**config.mk**
```make
export PLATFORM = sky130hd
export DESIGN_NAME = bcd_updown_counter_flat
export DESIGN_NICKNAME = d
export VERILOG_FILES = /design/src/rtl/bcd_counter_pkg.sv /design/src/rtl/bcd_updown_counter_if.sv /design/src/rtl/bcd_digit.sv /design/src/rtl/bcd_updown_counter.sv /design/src/flat_wrapper.sv
export SDC_FILE = /design/constraint.sdc
export NUM_CORES = 1
export LEC_CHECK = 0
export CORE_UTILIZATION = 46
export DETAILED_ROUTE_END_ITERATION = 7
export PLACE_DENSITY = 0.77
export RECOVER_POWER = 25
export SYNTH_ARGS = -nofsm -noshare
export SYNTH_HDL_FRONTEND = slang
export SYNTH_SLANG_ARGS = --single-unit
```
**constraint.sdc**
```tcl
create_clock -name clk -period 2.7 [get_ports clk]
set_clock_uncertainty 0.2 [all_clocks]
set_input_delay 0.405 -clock clk [delete_from_list [all_inputs] [get_ports clk]]
set_output_delay 0.405 -clock clk [all_outputs]
set_load 0.1 [all_outputs]
```
**src/rtl/bcd_counter_pkg.sv**
```systemverilog
// Shared types and helpers for the BCD up/down counter.
// Digit width, digit ceiling and the digit clamp.
package bcd_counter_pkg;

  localparam int DIGIT_W = 4;

  typedef logic [DIGIT_W-1:0] bcd_digit_t;

  localparam bcd_digit_t DIGIT_MAX = 4'd9;

  function automatic bcd_digit_t bcd_clamp(
    input bcd_digit_t d
  );
    return (d > DIGIT_MAX) ? DIGIT_MAX : d;
  endfunction

endpackage

```
**src/rtl/bcd_updown_counter_if.sv**
```systemverilog
// Control/data bundle between a counter and its driver.
// The driver owns controls; the counter owns q/tc/ovf.
interface bcd_updown_counter_if #(
  parameter int DIGITS = 2
);

  logic                  en;
  logic                  up;
  logic                  load;
  logic [4*DIGITS-1:0]   load_val;
  logic [4*DIGITS-1:0]   q;
  logic                  tc;
  logic                  ovf;

  modport master (
    output en,
    output up,
    output load,
    output load_val,
    input  q,
    input  tc,
    input  ovf
  );

  modport slave (
    input  en,
    input  up,
    input  load,
    input  load_val,
    output q,
    output tc,
    output ovf
  );

endinterface

```
**src/rtl/bcd_digit.sv**
```systemverilog
// One BCD digit of the counter: next value and carry/borrow.
// Purely combinational; chained by the top level.
module bcd_digit
  import bcd_counter_pkg::*;
(
  input  bcd_digit_t d_in,
  input  logic       step,
  input  logic       up,
  output bcd_digit_t d_next,
  output logic       step_out
);

  always_comb begin
    d_next   = d_in;
    step_out = 1'b0;
    if (step) begin
      unique case (1'b1)
        (up && d_in == DIGIT_MAX): begin
          d_next   = '0;
          step_out = 1'b1;
        end
        (up && d_in != DIGIT_MAX): begin
          d_next = d_in + 4'd1;
        end
        (!up && d_in == '0): begin
          d_next   = DIGIT_MAX;
          step_out = 1'b1;
        end
        default: begin
          d_next = d_in - 4'd1;
        end
      endcase
    end
  end

endmodule

```
**src/rtl/bcd_updown_counter.sv**
```systemverilog
// Multi-digit BCD up/down counter with load, wrap/saturate,
// combinational terminal count and registered overflow pulse.
module bcd_updown_counter
  import bcd_counter_pkg::*;
#(
  parameter int                  DIGITS    = 2,
  parameter logic [4*DIGITS-1:0] RESET_VAL = '0,
  parameter bit                  SATURATE  = 1'b0
) (
  input logic                   clk,
  input logic                   rst,
  bcd_updown_counter_if.slave   bus
);

  localparam int W = DIGIT_W * DIGITS;

  function automatic logic [W-1:0] clamp_word(
    input logic [W-1:0] v
  );
    logic [W-1:0] r;
    r = v;
    for (int i = 0; i < DIGITS; i++) begin
      r[DIGIT_W*i +: DIGIT_W] =
        bcd_clamp(v[DIGIT_W*i +: DIGIT_W]);
    end
    return r;
  endfunction

  // A bad RESET_VAL digit is clamped too, so no
  // path can leave a non-BCD digit in the register.
  localparam logic [W-1:0] RST_Q = clamp_word(RESET_VAL);

  logic [W-1:0]  q_r;
  logic [W-1:0]  q_nxt;
  logic [DIGITS:0] step;
  logic          term;
  logic          ovf_r;

  assign step[0] = bus.en;

  for (genvar g = 0; g < DIGITS; g++) begin : g_dig
    bcd_digit u_dig (
      .d_in     (q_r[DIGIT_W*g +: DIGIT_W]),
      .step     (step[g]),
      .up       (bus.up),
      .d_next   (q_nxt[DIGIT_W*g +: DIGIT_W]),
      .step_out (step[g+1])
    );
  end

  // Carry out of the top digit means an enabled step
  // at all nines (up) or all zeros (down).
  assign term = step[DIGITS];

  always_ff @(posedge clk) begin
    if (rst) begin
      q_r   <= RST_Q;
      ovf_r <= 1'b0;
    end else if (bus.load) begin
      q_r   <= clamp_word(bus.load_val);
      ovf_r <= 1'b0;
    end else if (bus.en) begin
      if (!(SATURATE && term)) begin
        q_r <= q_nxt;
      end
      ovf_r <= term;
    end else begin
      ovf_r <= 1'b0;
    end
  end

  assign bus.q   = q_r;
  assign bus.tc  = term;
  assign bus.ovf = ovf_r;

endmodule

```
**src/flat_wrapper.sv**
```systemverilog
// flat-port wrapper written by rule: the top's interface ports become plain ports
module bcd_updown_counter_flat import bcd_counter_pkg::*;
#(
  parameter int                  DIGITS    = 2,
  parameter logic [4*DIGITS-1:0] RESET_VAL = '0,
  parameter bit                  SATURATE  = 1'b0
)
  (clk, rst, bus_en, bus_up, bus_load, bus_load_val, bus_q, bus_tc, bus_ovf);
  bcd_updown_counter_if #(.DIGITS(DIGITS)) bus_i ();
  input logic clk;
  input logic rst;
  input wire logic [$bits(bus_i.en)-1:0] bus_en;
  input wire logic [$bits(bus_i.up)-1:0] bus_up;
  input wire logic [$bits(bus_i.load)-1:0] bus_load;
  input wire logic [$bits(bus_i.load_val)-1:0] bus_load_val;
  output wire logic [$bits(bus_i.q)-1:0] bus_q;
  output wire logic [$bits(bus_i.tc)-1:0] bus_tc;
  output wire logic [$bits(bus_i.ovf)-1:0] bus_ovf;
  assign bus_i.en = bus_en;
  assign bus_i.up = bus_up;
  assign bus_i.load = bus_load;
  assign bus_i.load_val = bus_load_val;
  assign bus_q = bus_i.q;
  assign bus_tc = bus_i.tc;
  assign bus_ovf = bus_i.ovf;
  bcd_updown_counter #(.DIGITS(DIGITS), .RESET_VAL(RESET_VAL), .SATURATE(SATURATE)) u_core (.clk(clk), .rst(rst), .bus(bus_i));
endmodule
```
==> out/metrics.yaml, run 1 <==
routed_wl_mm: 1.890
rows: 14
n_antenna_cell: 0
fp.coreArea_mm2: 0.001577
synthArstFlopShare: 0
path_max_fanout: 8
postRouteAntennaNets: 0
avgSynthCellArea_um2: 8.077
initial_core_util: 0.5175
fin_ws_ns: 0.04694
ys_types: 37
r2r_end: "u_core.bus.q[7]"
pwr-share-clk: 0.203
status: "complete, but fails checks"
maxSlewHeadroom: 0.2248
die_h_um: 44.11
grt_antenna_before_repair: 0
crit_chain: "clkdlybuf4s50_1 -> buf_4 -> buf_4 -> or3_1 -> a21oi_2 -> and2b_2 -> buf_12"
max-clock-path-buffers: 2
finalHoldViolCount: 0
yosysTopAreaCellShare: 0.2209
power_frac_comb: 0.471
max_freq_ghz: 0.3769
fin_nets: 148
area_growth_pct: 33.13
drv_slew: 0
htree_num_levels: 1
grt_max_degree: 11
crit_type: "in -> out"
track_usage: 0.2250
drt_iter0_markers: 21
first_pass_iters: 6
switching_power_mw: 0.2140
path_common_cell: "buf_4"
fin_crit_ns: 2.653
syn_nets: 120
violations: "design-rule violations"
synth_top_cells_by_area: "dfxtp_1 22%, ha_1 6.1%, fa_1 4.9%"
viasPerCell: 5.625
overflow: 0
clkLatencyLatePin_ns: 0.25
startpoint_type: "input pin"
syn_area_um2: 815.8
p_int_mw: 0.2870
portBuffers: 22
cts_tree: "built"
worstMarginPinSlew_ns: 1.168
synthCells: 101
min-delay-start: "u_core.bus.q[0]"
r2r_setup_slack_ns: 0.24
fill_cells: 133
hold_depth: 3
synth_seq_cells: 9
grt_pass1_vias: 758
drc: 1
worstHoldEndpoint: "u_core.bus.q[3]"
cap_violations: 0
holdBufCountCts: 0
reg2regPathDepth: 9
finalSetupViolCount: 0
arrival_ns: 2.05
gp_congestion: 0.8434
drive_gt1_frac: 0.2578
yosys.area.top_type: "dfxtp_1"
grt_pass1_wl_mm: 3.381
clkSinkCount: 9
timing.rr.start: "u_core.bus.q[6]"
setup.worst_path.end_class: "primary output"
ios: 23
clk_pin_slew_ns: 0.06
synthFlopType: "dfxtp_1"
slowest_stage: "clkdlybuf4s50_1"
pwr_density_cell_mw_per_mm2: 461.3
slowest_delay_ns: 0.41
p_leak_nw: 0.4465
ir_drop_mv: 0.3266
wl_per_cell_um: 13.13
die-area_mm2: 0.001946
hp-class: "reg -> reg"
post-dp-hpwl_mm: 1.482
root_buffer: "clkbuf_4"
switching_share: 0.4271
pre_cts_ws_ns: 0.07200
worst_ep_required_time_ns: 2.10
fin_crit_sh: 0.9826
vias: 810
synth_edf_count: 0
ys_warn_count: 0
whs_ns: 0.4421
die_x_um: 44.11
seq_area_frac_synth: 0.2209
seqPwrFrac: 0.326
cts_buffers: 3
==> cell families after synthesis <==
logic type / Yosys count / synth area share
AO/OA/AOI/OAI: 29 / 0.2684
XOR/XNOR: 5 / 0.05369
adder cells (fa/ha/maj): 6 / 0.1104
buffers and inverters: 14 / 0.07669
flip-flops: 9 / 0.2209
multiplexers: 1 / 0.01227
AND/OR/NAND/NOR: 37 / 0.2577
==> how the worst max path moves through the flow <==
stage	startpoint	to	slack, ns	cells past startpoint
final	bus_up	bus_tc	0.05	7
after global routing	bus_up	bus_tc	-0.01	7
after CTS	bus_up	bus_tc	0.07	7
after detailed placement	bus_up	u_core.bus.q[3]	0.07	9
after global placement	bus_up	bus_tc	0.09	7
after floorplan	u_core.bus.q[3]	u_core.bus.q[3]	0.02	9
==> placed cells by master, fill, tap and decap left out, types with 3 or more instances in the layout <==
master / netlist / layout
clkdlybuf4s50_1: 0 / 12
buf_4: 0 / 12
inv_1: 8 / 8
nand2_1: 7 / 7
nor2_1: 7 / 7
o21ai_0: 7 / 6
dfxtp_2: 0 / 6
a21oi_1: 6 / 5
clkbuf_1: 2 / 5
a211oi_1: 4 / 4
ha_1: 4 / 4
or2_2: 3 / 3
nor3_1: 3 / 3
xor2_1: 3 / 3
nor2b_1: 3 / 3
a2bb2oi_1: 3 / 3
clkbuf_4: 0 / 3
dfxtp_1: 9 / 3
==> registers in the layout, summed over array words and instances (netlist names) <==
signal and flops:
u_core.bus.q 8, u_core.bus.ovf 1
==> metal layers <==
layer	track usage	vias up	wire length [µm]
li1	-	421	-
met1	0.3476	375	971
met2	0.3412	14	875
met3	0.02449	0	43
met4	0.03636	0	0
met5	0	-	0
==> timing repair <==
item,CTS,global route
buffers inserted,0,0
endpoints found under the setup margin,0,2
gates resized for setup,0,2
==> cells in the mapped netlist, drive strengths merged, types with 2 or more instances <==
library cell  n
nor2b         3
a21oi         6
nor2          7
nand4b        2
a31oi         2
fa            2
nand3         2
ha            4
inv           8
nand4         2
xor2          3
clkbuf        2
or2           3
o21ai         7
buf           4
nand2         7
a221oi        2
a211oi        4
nor3b         2
nor3          4
dfxtp         9
xnor2         2
a2bb2oi       3
==> layout make-up <==
cell class | count | area (µm²) | share of cell area
inverter | 8 | 30.03 | 0.02765
tap | 16 | 20.02 | 0.01843
sequential | 9 | 187.7 | 0.1728
multi-input combinational | 78 | 576.8 | 0.5311
clock buffer | 4 | 26.28 | 0.02419
timing repair buffer | 29 | 245.2 | 0.2258
==> worst max-delay path, delay by kind of cell <==
kind | cells | cell delay, ns
compound gates | 1 | 0.18
buf+inv | 4 | 0.91
simple gates | 2 | 0.54
==> power groups by stage <==
stage / Combinational, mW / Sequential (mW) / Clock (mW)
2_1_floorplan: 0.107 / 0.230 / 0
3_3_place_gp: 0.232 / 0.165 / 0
3_5_place_dp: 0.236 / 0.166 / 0
4_1_cts: 0.237 / 0.163 / 0.104
5_1_grt: 0.256 / 0.166 / 0.112
6_report: 0.236 / 0.163 / 0.102
==> stage by stage <==
step | power [mW] | setup TNS, ns | instance area (µm²) | utilization | std cells
after floorplan | 0.3374 | 0 | 823.3 | - | 101
final | 0.5010 | 0 | 1086 | 0.6889 | 144
after detailed placement | 0.4021 | 0 | 1071 | 0.6794 | 140
after CTS | 0.5041 | 0 | 1097 | 0.6960 | 144
after global routing | 0.5344 | -0.01420 | 1086 | 0.6889 | 144
after global placement | 0.3975 | 0 | 1071 | 0.6794 | 140
Note: power is estimated with default switching activity, not from simulation.
==> run 2, diff against run 1 <==
--- a/config.mk
+++ b/config.mk
@@ -5,10 +5,11 @@
 export SDC_FILE = /design/constraint.sdc
 export NUM_CORES = 1
 export LEC_CHECK = 0
-export CORE_UTILIZATION = 46
+export CORE_UTILIZATION = 50
 export DETAILED_ROUTE_END_ITERATION = 7
-export PLACE_DENSITY = 0.77
+export PLACE_DENSITY = 0.83
 export RECOVER_POWER = 25
+export REMOVE_ABC_BUFFERS = 1
 export SYNTH_ARGS = -nofsm -noshare
 export SYNTH_HDL_FRONTEND = slang
 export SYNTH_SLANG_ARGS = --single-unit
==> constraint.sdc (replaced) <==
create_clock -name clk -period 3.1 [get_ports clk]
set_clock_uncertainty 0.2 [all_clocks]
set_input_delay 0.465 -clock clk [delete_from_list [all_inputs] [get_ports clk]]
set_output_delay 0.465 -clock clk [all_outputs]
set_load 0.1 [all_outputs]
==> run 2 against run 1 <==
  * The flow now finishes without violations
  * Clock power decreased by 6%
  * Hold slack improved by 0.046 ns
  * Largest power group unchanged
  * Sequential cell count stayed put
  * Power shrank 13%
  * Via count grew 1.1%
  * Clock-buffer cell count stayed put
  * Core utilization fell by 0.53 points
  * Combinational power down 17%
  * Final cell count is 4.2% lower
  * Highest routed layer is now met4
  * Final area down 5.2%
  * Non-clock buffer count decreased by 6
==> out/metrics.yaml, run 2 (same netlist as run 1, synthesis figures left out) <==
arrival_ns: 2.05  # about the same
clkLatencyLatePin_ns: 0.27  # +0.02 ns
cts_buffers: 3  # unchanged
cap_violations: 0  # unchanged
grt_pass1_vias: 696  # -8.2%
overflow: 0  # unchanged
finalSetupTns_ns: 0  # unchanged
fin_crit_sh: 0.8751
largest_register_ffs: 8  # unchanged
fill_cells: 133  # unchanged
post-dp-hpwl_mm: 1.462  # -1.3%
layout_commonest_cell: "clkdlybuf4s50_1"
portBuffers: 22  # unchanged
r2r_end: "u_core.bus.q[7]"
die-area_mm2: 0.001797  # -7.6%
ios: 23  # unchanged
hold_depth: 2  # -1
min-delay-start: "u_core.bus.q[6]"
area_growth_pct: 26.23
vias: 819  # +1.1%
track_usage: 0.2507  # +0.02563
stdcell_count: 138  # -4.2%
gp_congestion: 0.8724  # +3.4%
ir_drop_mv: 0.2391  # -27%
first_pass_iters: 4  # -2
cts_resized: 0  # unchanged
viasPerCell: 5.935  # +5.5%
grt_pass1_wl_mm: 3.353  # -0.83%
drv_slew: 0  # unchanged
drc: 0  # -1
max-clock-path-buffers: 2  # unchanged
maxSlewHeadroom: 0.2295  # +0.004643
grt_max_degree: 17  # +6
startpoint_type: "input pin"
die_h_um: 42.39  # -3.9%
gr-usage-met3: 0.05172  # +0.02723
final_cell_area_mm2: 0.001030  # -5.2%
met1_usage: 0.3703  # +0.02266
grt_use_met2: 0.3538  # +0.01267
clkSinkCount: 9  # unchanged
fin_crit_ns: 2.713
drive_gt1_frac: 0.1639  # -0.09388
rsz0062_at_grt: "false"
drt_iter0_markers: 15  # -29%
reg2regPathDepth: 8  # -1
grt.busiest_layer: "met1"
routed_wl_mm: 1.923  # +1.7%
p_leak_nw: 0.4161  # -6.8%
postRouteAntennaNets: 0  # unchanged
fin_nets: 142  # -4.1%
worst_ep_required_time_ns: 2.43  # +0.33 ns
grt_antenna_before_repair: 0  # unchanged
worstHoldEndpoint: "u_core.bus.q[6]"
wl_per_cell_um: 13.93  # +6.2%
fp.coreArea_mm2: 0.001506  # -4.4%
setup.worst_path.end_class: "primary output"
placed_cells: 134  # -4.3%
root_buffer: "clkbuf_4"
cts_setup_buffers: 0  # unchanged
hp-class: "reg -> reg"
path_max_fanout: 14  # +6
htree_num_levels: 1  # unchanged
n_antenna_cell: 0  # unchanged
finalSetupViolCount: 0  # unchanged
initial_core_util: 0.5415  # +0.02407
worstMarginPinSlew_ns: 1.161  # -0.006995 ns
clk_pin_slew_ns: 0.07  # about the same
rows: 14  # unchanged
final_cell_mix: "12 x clkdlybuf4s50_1, 9 x dfxtp_1, 8 x inv_1"
status: "finished clean"
finalHoldViolCount: 0  # unchanged
max_freq_ghz: 0.3686
r2r_setup_slack_ns: 0.43  # +0.19 ns
crit_type: "in -> out"
postPlaceCellArea_mm2: 0.001018  # -4.9%
cts_tree: "built"
timing.rr.start: "u_core.bus.q[6]"
pwr_density_cell_mw_per_mm2: 421.0  # -8.8%
holdBufCountCts: 0  # unchanged
die_x_um: 42.39  # -3.9%
run 2: cell count changes in the layout (fill, tap and decap cells not counted):
| cell | previous run | this run |
|---|---|---|
| a21oi_1 | 5 | 6 |
| o21ai_0 | 6 | 7 |
| buf_4 | 12 | 6 |
| a21oi_2 | 1 | 0 |
| dfxtp_2 | 6 | 0 |
| o21ai_1 | 1 | 0 |
| dfxtp_1 | 3 | 9 |
run 2: area by class of cell:
class                   instances  area [µm²]  area share
multi-input cells              78       573.1      0.5565
inverters                       8       30.03     0.02916
flip-flops and latches          9       180.2      0.1750
clock buffers                   4       26.28     0.02552
repair buffers                 23       200.2      0.1944
well taps                      16       20.02     0.01944
run 2: per-stage QoR:
stage / hold WS (ns) / setup slack [ns] / power, mW / util
2_1_floorplan: 0.3312 / 0.1356 / 0.2827 / -
3_3_place_gp: 0.4838 / 0.3686 / 0.3358 / 0.6761
3_5_place_dp: 0.4733 / 0.3065 / 0.3409 / 0.6761
4_1_cts: 0.4841 / 0.3889 / 0.4354 / 0.6935
5_1_grt: 0.5106 / 0.2355 / 0.4574 / 0.6836
6_report: 0.4880 / 0.3872 / 0.4335 / 0.6836
run 2: critical path, stage by stage:
cell             delay (ns)
clkdlybuf4s50_1        0.42
buf_4                  0.19
or3_1                  0.32
a21oi_1                0.26
and2b_2                0.22
buf_12                 0.17
run 2: worst max-delay path by stage:
stage / start / end
global route: u_core.bus.q[7] / u_core.bus.q[7]
global placement: bus_up / u_core.bus.q[3]
floorplan: u_core.bus.q[7] / u_core.bus.q[7]
CTS: bus_up / bus_tc
finish: bus_up / bus_tc
detailed placement: bus_up / u_core.bus.q[3]
run 2: per-layer routing:
metal  share of wire  routed length [µm]
met3           0.043                  83
met5               0                   0
met2            0.49                 934
met1            0.46                 877
met4           0.015                  28
run 2: power by group:
| group | internal (mW) | switching, mW |
|---|---|---|
| registers | 0.124 | 0.0165 |
| logic | 0.0678 | 0.129 |
| clock network | 0.0499 | 0.0463 |
| total | 0.242 | 0.191 |
==> run 3, diff against run 2 <==
--- a/config.mk
+++ b/config.mk
@@ -5,11 +5,13 @@
 export SDC_FILE = /design/constraint.sdc
 export NUM_CORES = 1
 export LEC_CHECK = 0
-export CORE_UTILIZATION = 50
+export ABC_AREA = 0
+export CORE_UTILIZATION = 52
 export DETAILED_ROUTE_END_ITERATION = 7
-export PLACE_DENSITY = 0.83
+export PLACE_DENSITY = 0.84
 export RECOVER_POWER = 25
 export REMOVE_ABC_BUFFERS = 1
 export SYNTH_ARGS = -nofsm -noshare
 export SYNTH_HDL_FRONTEND = slang
+export SYNTH_HIERARCHICAL = 1
 export SYNTH_SLANG_ARGS = --single-unit
==> run 3 against run 2 <==
  * The run now ends with design-rule violations left
  * Clock power shrank 3.8%
  * Die area grew 5.8%
  * Setup slack lost 0.18 ns
  * Global-route usage grew 0.78 points
  * Critical path depth grew 5
  * First-iteration DRC count grew 47%
  * Fmax shrank 6.3%
  * Final cell count grew 14%
  * Final area grew 15%
  * Largest cell class unchanged
  * Largest power group unchanged
==> out/metrics.yaml, run 3 <==
drc: 1  # +1
viasPerCell: 5.918  # -0.29%
stdcell_count: 158  # +14%
arrival_ns: 2.84  # +0.79 ns
path_max_fanout: 6  # -8
holdBufCountCts: 0  # unchanged
pwr_density_cell_mw_per_mm2: 377.1  # -10%
fin_crit_sh: 0.9338  # +0.05868
largest_register_ffs: 8  # unchanged
min-delay-start: "u_core/bus.q[1]"
critPathTopFamily: "buffers and inverters"
synth_top_cells_by_area: "dfxtp_1 20%, a211oi_1 7.5%, ha_1 5.6%"
yosys.area.top_type: "dfxtp_1"
hp-class: "reg -> reg"
slowest_delay_ns: 0.56  # +0.14 ns
final_cell_area_mm2: 0.001186  # +15%
max-clock-path-buffers: 2  # unchanged
r2r_end: "u_core/bus.q[7]"
p_leak_nw: 0.5145  # +24%
postRouteAntennaNets: 0  # unchanged
layout_commonest_cell: "buf_4"
violations: "design-rule violations"
fin_ws_ns: 0.2053  # -0.1819 ns
fp.coreArea_mm2: 0.001559  # +3.5%
finalSetupViolCount: 0  # unchanged
slowest_stage: "clkdlybuf4s50_1"
clk_pin_slew_ns: 0.06  # about the same
track_usage: 0.2584  # +0.007756
crit_type: "in -> reg"
gp_congestion: 0.8404  # -3.7%
clkLatencyLatePin_ns: 0.26  # about the same
timing.rr.start: "u_core/bus.q[6]"
yosysMostFrequentCell: "inv_1"
ys_types: 34  # -8.1%
first_pass_iters: 6  # +2
area_growth_pct: 31.85
die_x_um: 43.60  # +2.8%
syn_area_um2: 899.6  # +10%
setup.worst_path.end_class: "flop"
grt_max_degree: 22  # +5
seq_area_frac_synth: 0.2003  # -0.02058
worstMarginPinSlew_ns: 1.179  # +0.01827 ns
rows: 14  # unchanged
ir_drop_mv: 0.2969  # +24%
max_freq_ghz: 0.3455  # -6.3%
synth_edf_count: 0  # unchanged
die-area_mm2: 0.001901  # +5.8%
pre_cts_ws_ns: -0.03328  # -0.3398 ns
fin_crit_ns: 2.895  # +0.1819 ns
drt_iter0_markers: 22  # +7
final_util: 0.7608  # +0.07728
post-dp-hpwl_mm: 1.664  # +14%
die_h_um: 43.60  # +2.8%
crit_chain: "clkdlybuf4s50_1 -> inv_1 -> a31o_2 -> ha_1 -> a21oi_1 -> nand2_1 -> a21boi_0 -> or3_1 -> mux2_4 -> mux2i_1 -> nor2_1"
r2r_setup_slack_ns: 0.49  # +0.06 ns
cap_violations: 0  # unchanged
synthCells: 110  # +8.9%
grt_antenna_before_repair: 0  # unchanged
cts_tree: "built"
yosysTopAreaCellShare: 0.2003  # -0.02058
root_buffer: "clkbuf_4"
ios: 23  # unchanged
clkSinkCount: 9  # unchanged
fin_nets: 162  # +14%
vias: 935  # +14%
startpoint_type: "input pin"
synthTopCellsByCount: "12 x inv_1, 10 x nand2_1, 9 x a211oi_1, 9 x dfxtp_1, 6 x nor2b_1"
worst_ep_required_time_ns: 3.04  # +0.61 ns
initial_core_util: 0.5770  # +0.03552
avgSynthCellArea_um2: 8.178  # +1.3%
postPlaceCellArea_mm2: 0.001175  # +15%
grt_pass1_vias: 941  # +35%
drive_gt1_frac: 0.1901  # +0.02621
rsz0062_at_grt: "false"
htree_num_levels: 1  # unchanged
finalHoldViolCount: 0  # unchanged
critPathLaunch: "bus_up"
synthArstFlopShare: 0  # unchanged
reg2regPathDepth: 10  # +2
synthFlopType: "dfxtp_1"
routed_wl_mm: 2.192  # +14%
cts_resized: 0  # unchanged
final_cell_mix: "14 x buf_4, 12 x clkdlybuf4s50_1, 12 x inv_1"
synth_seq_cells: 9  # unchanged
status: "complete, but fails checks"
placed_cells: 154  # +15%
grt_pass1_wl_mm: 3.808  # +14%
cts_setup_buffers: 0  # unchanged
crit_end: "u_core/bus.q[7]"
n_antenna_cell: 0  # unchanged
critPathBufInv: 2  # -1
portBuffers: 22  # unchanged
path_depth: 11  # +5
drv_slew: 0  # unchanged
finalSetupTns_ns: 0  # unchanged
maxSlewHeadroom: 0.2173  # -0.01213
cts_buffers: 3  # unchanged
ys_warn_count: 6  # +6
wl_per_cell_um: 13.87  # -0.44%
overflow: 0  # unchanged
## run 3: worst reg2reg max path, cell delays in order, from the launching register on
cell	delay (ns)
dfxtp_1	0.41
nor2_1	0.12
a31o_2	0.28
ha_1	0.31
a21oi_1	0.13
nand2_1	0.10
a21boi_0	0.13
or3_1	0.37
mux2_4	0.26
mux2i_1	0.12
nor2_1	0.06
## run 3: worst min path at each step
stage,depth (start not counted),endpoint,slack [ns]
after floorplan,1,u_core/bus.q[0],0.34
after global placement,3,u_core/bus.q[1],0.51
after detailed placement,3,u_core/bus.q[1],0.52
after CTS,3,u_core/bus.q[1],0.54
after global routing,3,u_core/bus.q[4],0.59
final,3,u_core/bus.q[1],0.54
## run 3: routing by layer
layer | GRT usage | vias to the layer above | routed length [µm] | share of wire
met5 | 0 | - | 0 | 0
met4 | 0.1063 | 0 | 23 | 0.010
met3 | 0.01250 | 4 | 89 | 0.041
met2 | 0.4328 | 25 | 1045 | 0.48
met1 | 0.3463 | 446 | 1033 | 0.47
li1 | - | 460 | - | -
## run 3: logic make-up after synthesis
| group | share of synthesized area |
|---|---|
| AOI/OAI and AO/OA | 0.2865 |
| xor gates and xnor gates | 0.03895 |
| adders and majority gates | 0.1001 |
| buffers and inverters | 0.07231 |
| DFF | 0.2003 |
| muxes | 0.05007 |
| and+or+nand+nor | 0.2517 |
## run 3: power breakdown
part | internal, mW | total [mW] | switching [mW]
sequential | 0.124 | 0.140 | 0.0163
combinational | 0.0852 | 0.215 | 0.130
clock | 0.0497 | 0.0925 | 0.0428
## run 3: metrics by stage
step                hold WS (ns)  total power [mW]
finish                    0.5429            0.4473
detailed placement        0.5238            0.3558
CTS                       0.5421            0.4478
global route              0.5949            0.4676
floorplan                 0.3371            0.2847
global placement          0.5058            0.3495
## run 3: final cells by class
class	count	area, µm²
Multi-Input combinational cell	86	654.4
Fill cell	136	372.9
Timing Repair Buffer	31	260.3
Sequential cell	9	180.2
Inverter	12	45.04
Clock buffer	4	26.28
Tap cell	16	20.02
